==> config.mk <==
export PLATFORM = sky130hd
export DESIGN_NAME = uart_tx_core_flat
export DESIGN_NICKNAME = d
export VERILOG_FILES = /design/src/rtl/uart_pkg.sv /design/src/rtl/uart_tx_core_if.sv /design/src/rtl/uart_baud_cnt.sv /design/src/rtl/uart_tx_core.sv /design/src/flat_wrapper.sv
export SDC_FILE = /design/constraint.sdc
export NUM_CORES = 1
export LEC_CHECK = 0
export CAP_MARGIN = 10
export CORE_MARGIN = 5
export CORE_UTILIZATION = 43
export CTS_BUF_LIST = sky130_fd_sc_hd__clkbuf_4
export DETAILED_ROUTE_END_ITERATION = 12
export PLACE_DENSITY = 0.67
export SKIP_CTS_REPAIR_TIMING = 1
export SYNTH_ARGS = -nofsm -noshare
export SYNTH_HDL_FRONTEND = slang
export SYNTH_HIERARCHICAL = 1
export SYNTH_SLANG_ARGS = --single-unit
export TNS_END_PERCENT = 20
==> constraint.sdc <==
create_clock -name clk -period 8.1 [get_ports clk]
set_clock_uncertainty 0.1 [all_clocks]
set_input_delay 1.215 -clock clk [delete_from_list [all_inputs] [get_ports clk]]
set_output_delay 1.215 -clock clk [all_outputs]
set_load 0.05 [all_outputs]
==> src/rtl/uart_pkg.sv <==
// uart_pkg: shared UART types and defaults.
//   uart_tx_state_t : transmitter FSM states
//   UART_IDLE_LVL   : line level while idle / during stop bits
//   UART_DATA_W/DIV_W : default frame width and divider width
package uart_pkg;
    typedef enum logic [1:0] {IDLE, START, DATA, STOP} uart_tx_state_t;
    localparam logic UART_IDLE_LVL = 1'b1;
    localparam int UART_DATA_W = 8;
    localparam int UART_DIV_W = 16;
endpackage

==> src/rtl/uart_tx_core_if.sv <==
// uart_tx_core_if: byte handshake between driver and transmitter.
//   tx_data  : byte to send
//   tx_valid : tx_data is valid
//   tx_ready : transmitter accepts tx_data this cycle
interface uart_tx_core_if
    import uart_pkg::*;
#(
    parameter int DATA_W = UART_DATA_W
);
    logic [DATA_W-1:0] tx_data;
    logic tx_valid;
    logic tx_ready;
    modport master (output tx_data, output tx_valid, input tx_ready);
    modport slave (input tx_data, input tx_valid, output tx_ready);
endinterface

==> src/rtl/uart_baud_cnt.sv <==
// uart_baud_cnt: bit-period down-counter.
//   clk, rst : clock, async active-high reset
//   load     : restart the period with load_val (frame accept)
//   run      : frame in progress, count down and reload on wrap
//   load_val : period minus one
//   bit_end  : high on the last cycle of each bit period
module uart_baud_cnt #(
    parameter int DIV_W = 16
) (
    input  logic             clk,
    input  logic             rst,
    input  logic             load,
    input  logic             run,
    input  logic [DIV_W-1:0] load_val,
    output logic             bit_end
);
    logic [DIV_W-1:0] cnt;

    assign bit_end = run && (cnt == '0);

    always_ff @(posedge clk or posedge rst) begin
        if (rst)
            cnt <= '0;
        else if (load)
            cnt <= load_val;
        else if (run)
            cnt <= (cnt == '0) ? load_val : cnt - DIV_W'(1);
    end
endmodule

==> src/rtl/uart_tx_core.sv <==
// uart_tx_core: UART transmitter, start + DATA_W bits LSB first + 1/2 stop bits.
//   clk, rst : clock, async active-high reset
//   comp     : bit period in cycles (0 and 1 both mean 1)
//   stop2    : 0 = one stop bit, 1 = two stop bits
//   tr_en    : enables new accepts; a running frame always completes
//   bus      : tx_data/tx_valid/tx_ready handshake (slave side)
//   busy     : frame in progress
//   uart_tx  : registered serial line, idle high
module uart_tx_core
    import uart_pkg::*;
#(
    parameter int DATA_W = UART_DATA_W,
    parameter int DIV_W  = UART_DIV_W
) (
    input  logic             clk,
    input  logic             rst,
    input  logic [DIV_W-1:0] comp,
    input  logic             stop2,
    input  logic             tr_en,
    uart_tx_core_if.slave    bus,
    output logic             busy,
    output logic             uart_tx
);
    localparam int BCW = $clog2(DATA_W + 1);

    uart_tx_state_t    state;
    logic [DATA_W-1:0] shift;
    logic [DIV_W-1:0]  comp_q;
    logic              stop2_q;
    logic [BCW-1:0]    bit_cnt;
    logic              bit_end;
    logic              last_stop;
    logic              accept;
    logic [DIV_W-1:0]  per_sel;
    logic [DIV_W-1:0]  load_val;

    // stop bits run 0..stop_n-1, and stop_n-1 equals stop2
    assign last_stop    = (state == STOP) && bit_end && (bit_cnt == BCW'(stop2_q));
    assign bus.tx_ready = tr_en && ((state == IDLE) || last_stop);
    assign accept       = bus.tx_valid && bus.tx_ready;

    // a new frame starts from the live comp; a running frame uses its latched copy
    assign per_sel  = accept ? comp : comp_q;
    assign load_val = (per_sel == '0) ? '0 : per_sel - DIV_W'(1);

    uart_baud_cnt #(.DIV_W(DIV_W)) u_baud (
        .clk      (clk),
        .rst      (rst),
        .load     (accept),
        .run      (state != IDLE),
        .load_val (load_val),
        .bit_end  (bit_end)
    );

    always_ff @(posedge clk or posedge rst) begin
        if (rst) begin
            state   <= IDLE;
            uart_tx <= UART_IDLE_LVL;
            busy    <= 1'b0;
            shift   <= '0;
            comp_q  <= '0;
            stop2_q <= 1'b0;
            bit_cnt <= '0;
        end else if (accept) begin
            state   <= START;
            uart_tx <= 1'b0;
            busy    <= 1'b1;
            shift   <= bus.tx_data;
            comp_q  <= comp;
            stop2_q <= stop2;
            bit_cnt <= '0;
        end else if (bit_end) begin
            case (state)
                START: begin
                    state   <= DATA;
                    uart_tx <= shift[0];
                    shift   <= shift >> 1;
                end
                DATA: begin
                    if (bit_cnt == BCW'(DATA_W - 1)) begin
                        state   <= STOP;
                        uart_tx <= UART_IDLE_LVL;
                        bit_cnt <= '0;
                    end else begin
                        uart_tx <= shift[0];
                        shift   <= shift >> 1;
                        bit_cnt <= bit_cnt + BCW'(1);
                    end
                end
                STOP: begin
                    if (last_stop) begin
                        state   <= IDLE;
                        busy    <= 1'b0;
                        bit_cnt <= '0;
                    end else begin
                        bit_cnt <= bit_cnt + BCW'(1);
                    end
                end
                default: state <= IDLE;
            endcase
        end
    end
endmodule
==> src/flat_wrapper.sv <==
// flat-port wrapper written by rule: the top's interface ports become plain ports
module uart_tx_core_flat import uart_pkg::*;
#(
    parameter int DATA_W = UART_DATA_W,
    parameter int DIV_W  = UART_DIV_W
)
  (clk, rst, comp, stop2, tr_en, busy, uart_tx, bus_tx_data, bus_tx_valid, bus_tx_ready);
  uart_tx_core_if #(.DATA_W(DATA_W)) bus_i ();
  input  logic clk;
  input  logic rst;
  input  logic [DIV_W-1:0] comp;
  input  logic stop2;
  input  logic tr_en;
  output logic busy;
  output logic uart_tx;
  input wire logic [$bits(bus_i.tx_data)-1:0] bus_tx_data;
  input wire logic [$bits(bus_i.tx_valid)-1:0] bus_tx_valid;
  output wire logic [$bits(bus_i.tx_ready)-1:0] bus_tx_ready;
  assign bus_i.tx_data = bus_tx_data;
  assign bus_i.tx_valid = bus_tx_valid;
  assign bus_tx_ready = bus_i.tx_ready;
  uart_tx_core #(.DATA_W(DATA_W), .DIV_W(DIV_W)) u_core (.clk(clk), .rst(rst), .comp(comp), .stop2(stop2), .tr_en(tr_en), .bus(bus_i), .busy(busy), .uart_tx(uart_tx));
endmodule
Word level (Yosys, flattened, before mapping). Cells that the tools add are included.

Register bits: 49. Bits in latches: 0. Bits in writable memories: 0. Memory bits (read-only): 0. Input port bits: 29. Output and inout bits: 3. Word-level logic and storage cells: 67. Memories kept: 0.

Add/subtract/negate cells: 3. $mul: 0. Div/mod/pow operators: 0. Magnitude comparators: 0. Equality and inequality tests: 8. Shift-type cells: 0. Muxes and demuxes: 27. Bitwise operators: 0. Reductions and logical operators: 21.

Operators with widths (number): $mux W16 (5); $logic_not A16 Y1 (2); $sub A16 B1 Y16 const B (2); $mux W8 (3); $mux W4 (4); $pmux W8 S2 (1); $reduce_bool A2 Y1 (5); $reduce_and A3 Y1 (3); $mux W2 (4); $pmux W4 S2 (1); $mux W1 (7); $ne A3 B1 Y1 const B (2); $pmux W2 S3 (1); $reduce_bool A3 Y1 (2); $logic_and A1 B1 Y1 (5); $add A4 B1 Y4 const B (1); $eq A2 B2 Y1 const B (2); $eq A4 B1 Y1 (1); $eq A4 B3 Y1 const B (1); $reduce_and A2 Y1 (2); $ne A3 B2 Y1 const B (1); $eq A2 B1 Y1 const B (1); $logic_not A2 Y1 (1); $pmux W1 S2 (1); $logic_or A1 B1 Y1 (1).

Depth between registers and ports, before layout.
Depth in word-level cells: 13. Gate-level depth with buffers: 20. Depth with buffers taken out: 19.

Hierarchy. The synthesis kept the hierarchy.

By module, submodules not included: uart_tx_core (times used 1, cells each 278, area each 2336.0 sq um); uart_baud_cnt (times used 1, cells each 128, area each 1124.8 sq um).

Least setup slack after synthesis. OpenSTA, ideal clock, no wires.

Kind: reg-to-reg. From: reg u_core.u_baud.cnt[0]. To: reg u_core.u_baud.cnt[9]. Setup time: 0.120 ns. Arrival time: 4.581 ns. Data required time: 7.880 ns. Path slack: 3.298 ns. Cell stages (with the launch flop): 21. Clock period less this slack: 4.802 ns. Path through: dfrtp_1 > inv_1 > ha_1 > nor4b_1 > nand4_2 > nor2_1 > nor2b_1 > a31o_2 > nand2_1 > buf_2 > buf_2 > mux2i_1 > ha_1 > or4b_4 > or3b_1 > buf_2 > o41ai_2 > buf_2 > a211oi_1 > or3_1 > o211a_1.

Cells in the longest elaborated chain, start to end: 13. Elaborated cells on any way between the ends: 16. Classes of those cells: 2 x add/sub; 5 x mux; 9 x reduce/logical.

Ends and longest elaborated chain: start: declaration (line uart_baud_cnt.sv:17) `logic [DIV_W-1:0] cnt;`; start signal: assignment (line uart_baud_cnt.sv:25) `cnt <= load_val;`; start signal: assignment (line uart_baud_cnt.sv:27) `cnt <= (cnt == '0) ? load_val : cnt - DIV_W'(1);`; $logic_not A16 Y1 (*) (line uart_baud_cnt.sv:19) `assign bit_end = run && (cnt == '0);`; $logic_and A1 B1 Y1 (*) (line uart_baud_cnt.sv:19); named net u_core.bit_end (line uart_tx_core.sv:31) `logic bit_end;`; $logic_and A1 B1 Y1 (*) (2 in a row) (line uart_tx_core.sv:38) `assign last_stop = (state == STOP) && bit_end && (bit_cnt == BCW'(stop2_q));`; $logic_or A1 B1 Y1 (*) (line uart_tx_core.sv:39) `assign bus.tx_ready = tr_en && ((state == IDLE) || last_stop);`; $logic_and A1 B1 Y1 (*) (line uart_tx_core.sv:39); $logic_and A1 B1 Y1 (*) (line uart_tx_core.sv:40) `assign accept = bus.tx_valid && bus.tx_ready;`; $mux W16 (*) (line uart_tx_core.sv:43) `assign per_sel = accept ? comp : comp_q;`; $sub A16 B1 Y16 or $logic_not A16 Y1 (tied branches) (line uart_tx_core.sv:44) `assign load_val = (per_sel == '0) ? '0 : per_sel - DIV_W'(1);`; $mux W16 (*) (line uart_tx_core.sv:44); named net u_core.load_val[9] (line uart_tx_core.sv:35) `logic [DIV_W-1:0] load_val;`; $mux W16 (line uart_baud_cnt.sv:27); $mux W16 (line uart_baud_cnt.sv:26) `else if (run)`; $mux W16 (*) (line uart_baud_cnt.sv:24) `else if (load)`.

The timed path passes the listed nets; every way through them passes the cells marked *. The select of a mux whose other input is x is not followed. A chain may end at the register's enable or synchronous reset.

Worst setup path in the final report.
From: reg u_core.state[0]. To: reg u_core.u_baud.cnt[9].

Cells in the longest elaborated chain, start to end: 13. Elaborated cells on any way between the ends: 17. Classes of those cells: 1 x add/sub; 1 x eq/ne; 5 x mux; 10 x reduce/logical.

Ends and longest elaborated chain: start: declaration (line uart_tx_core.sv:26) `uart_tx_state_t state;`; start signal: assignment (line uart_tx_core.sv:57) `state <= IDLE;`; start signal: assignment (line uart_tx_core.sv:65) `state <= START;`; start signal: assignment (line uart_tx_core.sv:75) `state <= DATA;`; $reduce_bool A2 Y1 (*) (line uart_tx_core.sv:50) `.run (state != IDLE),`; $logic_and A1 B1 Y1 (*) (line uart_baud_cnt.sv:19); named net u_core.bit_end (line uart_tx_core.sv:31); $logic_and A1 B1 Y1 (*) (2 in a row) (line uart_tx_core.sv:38); $logic_or A1 B1 Y1 (*) (line uart_tx_core.sv:39); $logic_and A1 B1 Y1 (*) (line uart_tx_core.sv:39); $logic_and A1 B1 Y1 (*) (line uart_tx_core.sv:40); $mux W16 (*) (line uart_tx_core.sv:43); named net u_core.per_sel[0] (line uart_tx_core.sv:34) `logic [DIV_W-1:0] per_sel;`; $sub A16 B1 Y16 or $logic_not A16 Y1 (tied branches) (line uart_tx_core.sv:44); $mux W16 (*) (line uart_tx_core.sv:44); named net u_core.load_val[9] (line uart_tx_core.sv:35); $mux W16 (line uart_baud_cnt.sv:27); $mux W16 (line uart_baud_cnt.sv:26); $mux W16 (*) (line uart_baud_cnt.sv:24).

Marked as above.

==> impl_metrics.yaml <==
timing:
  max_freq_mhz: 176
  finalSetupViolCount: 0
  grt_setup_unrepaired: "false"
  fin_crit_ns: 5.68
  fin_crit_sh_pct: 70.1
  slew_violations: 0
  slew_headroom_pct: 28.3
  finalSetupTns_ns: 0
  tightest_slew_ns: 1.06
  hold_violations: 0
floorplanning:
  ios: 32
  start_util_pct: 44.6
  die_h_um: 99.7
  die_area_um2: 9940
  coreArea_um2: 7770
  rows: 32
  die_w_um: 99.7
synth:
  yosysSeqAreaShare_pct: 35.5
  synth.area.top_cells: "dfrtp_1 35%, nand2_1 6.0%, mux2_2 4.9%"
  synth_top_area_cell: "dfrtp_1"
  synth_top_cells_by_count: "55 x nand2_1, 48 x dfrtp_1, 31 x nor2_1, 23 x a21oi_1"
  synth_area_per_cell_um2: 8.52
  syn_inst: 406
  syn_area_um2: 3460
  ys_types: 69
  yosys_register_bits: 49
  synth_top_area_share_pct: 34.7
  synth.most_common_cell: "nand2_1"
  async_flop_share_pct: 100
  syn_nets: 443
  synth_edf_count: 0
  ys.flop_type: "dfrtp_1"
  yosys_warnings: 6
placement:
  gp_congestion: 0.946
  place_inst: 523
  hpwl_um: 6760
  io_buffers: 31
clocking:
  htreeDepth: 2
  cts_num_sinks: 49
  clock_latency_ns: 0.38
  clock_path_buffers: 2
  cts_tree: "yes"
  clk_pin_slew_ns: 0.15
  numCtsBuffers: 5
  cts_root_buffer: "clkbuf_4"
global_route:
  first_global_vias: 3178
  grt_antenna_before_repair: 0
  grt_max_degree: 40
  grt_usage_pct: 19.3
  grt_overflow_total: 0
  grt_pass1_wl_um: 15600
setup_path:
  critPathKind: "flop to flop"
  required_ns: 8.29
  cp.arrival_ns: 5.87
  crit_fanout: 16
  start_kind: "flop"
  endpoint_kind: "flop"
cells_and_area:
  layout.nets: 465
  syn2layout_area_growth_pct: 12.7
  nFillCells: 762
  antenna_cells_inserted: 0
  drive_gt1_share_pct: 10.3
  final_cells: 531
power:
  p_int_uw: 296
  switching_share_pct: 24.7
  switching_power_uw: 97.4
  p_comb_share_pct: 7.3
  power_leakage_uw: 0.00179
  vdd_drop_max_uv: 53.0
  power_density_nw_per_um2: 101
  pwr-share-seq_pct: 62.1
  clockPowerShare_pct: 30.5
route:
  viasPerCell: 6.15
  postRouteAntennaNets: 0
  dr.pass1.iters: 5
  totalWireLength_um: 9060
  drtIter0Drc: 277
  vias: 3268
  wl_per_cell_um: 17.1
  drc: 0
run:
  drv_cap: 0
hold_path:
  hold_class: "flop to flop"
status:
  status: "completed"
[area by class of cell]
type,instances,area [µm²],area share [%]
timing repair buffer,34,333,8.53
multi-input combinational,322,2090,53.6
sequential,49,1230,31.5
clock buffer,6,45.0,1.15
inverter,16,60.1,1.54
clock inverter,2,15.0,0.385
tap,102,128,3.27
[sequential cells by signal (all words and copies together), names as in the netlist]
signal             flops
u_core/bit_cnt         4
u_core/busy            1
u_core/uart_tx         1
u_core/stop2_q         1
u_core/comp_q         16
u_core/state           2
u_core/shift           8
u_core/u_baud/cnt     16
[cell families after synthesis]
group	share of synthesized area (%)
and+or+nand+nor	28.7
AOI/OAI and AO/OA	21.0
DFF	35.5
buffers and inverters	4.09
muxes	6.04
adders and majority gates	2.89
xor gates and xnor gates	1.77
[power by group through the flow]
stage / clock [µW] / combinational (µW) / sequential, µW
after CTS: 126 / 29.5 / 245
final: 120 / 28.9 / 245
after floorplan: 0 / 8.54 / 249
after global placement: 0 / 29.3 / 249
after global routing: 138 / 31.5 / 245
after detailed placement: 0 / 29.3 / 249
[cells in the final DEF, fill, tap and decap left out, types with 3 or more instances in the layout]
cell | synthesis | routed
a31oi_1 | 7 | 7
nor2_1 | 31 | 31
a211oi_1 | 9 | 9
nand3_1 | 16 | 16
xor2_1 | 4 | 4
nand2b_1 | 3 | 3
xnor2_1 | 3 | 3
nor2b_1 | 3 | 3
a221oi_1 | 3 | 3
buf_4 | 1 | 3
o21a_1 | 3 | 3
and3_1 | 7 | 7
dfrtp_1 | 48 | 48
nor3b_1 | 4 | 4
nand3b_1 | 4 | 4
clkbuf_4 | 0 | 6
or2_2 | 5 | 5
and2_1 | 4 | 4
o211ai_1 | 5 | 5
clkdlybuf4s50_1 | 0 | 31
nor4_1 | 8 | 8
mux2_2 | 15 | 15
inv_1 | 16 | 16
nand2_1 | 55 | 55
o31a_1 | 3 | 3
nand4_1 | 4 | 4
ha_1 | 8 | 8
or3_1 | 10 | 10
o21ai_0 | 13 | 13
nor3_1 | 16 | 16
mux2i_1 | 4 | 4
a21oi_1 | 23 | 23
nand4b_1 | 4 | 4
a211o_1 | 5 | 5
[worst paths after layout]
path                                 startpoint              endpoint  slack (ns)  cells after the start
max in group asynchronous                   rst  u_core/u_baud/cnt[5]        6.34                      2
worst min register to register      u_core/busy           u_core/busy        0.41                      2
min in group asynchronous                   rst     u_core/comp_q[12]        1.12                      3
worst max register to register  u_core/state[0]  u_core/u_baud/cnt[9]        2.42                     17
worst max-delay path            u_core/state[0]  u_core/u_baud/cnt[9]        2.42                     17
worst min-delay path                u_core/busy           u_core/busy        0.41                      2
[critical path, stage by stage (launching register included)]
cell and delay [ns]:
dfrtp_1 0.42, inv_1 0.08, ha_1 0.23, inv_1 0.39, inv_1 0.18, nor2_1 0.29
nor2b_1 0.26, a31o_2 0.34, nand2_1 0.16, mux2_2 0.33, inv_1 0.06, ha_1 0.17
or4b_4 0.48, or3b_1 0.50, o41ai_2 0.95, a211oi_1 0.08, or3_1 0.41, o211a_1 0.14
[through the flow]
stage | cell area (µm²) | setup WS [ns] | hold WS [ns] | total power (µW) | utilization (%)
after detailed placement | 3840 | 2.52 | 0.375 | 279 | 49.4
after CTS | 3900 | 2.52 | 0.411 | 401 | 50.2
after global placement | 3840 | 2.67 | 0.358 | 279 | 49.4
after global routing | 3900 | 1.91 | 0.436 | 415 | 50.2
after floorplan | 3460 | 3.30 | 0.367 | 258 | -
final | 3900 | 2.42 | 0.410 | 394 | 50.2
[per-layer routing]
metal	wire length (µm)	track usage, %
met1	4140	27.7
met2	4230	30.2
met3	522	2.45
met4	170	6.20
met5	0	0
Note: power is estimated with default switching activity, not from simulation.
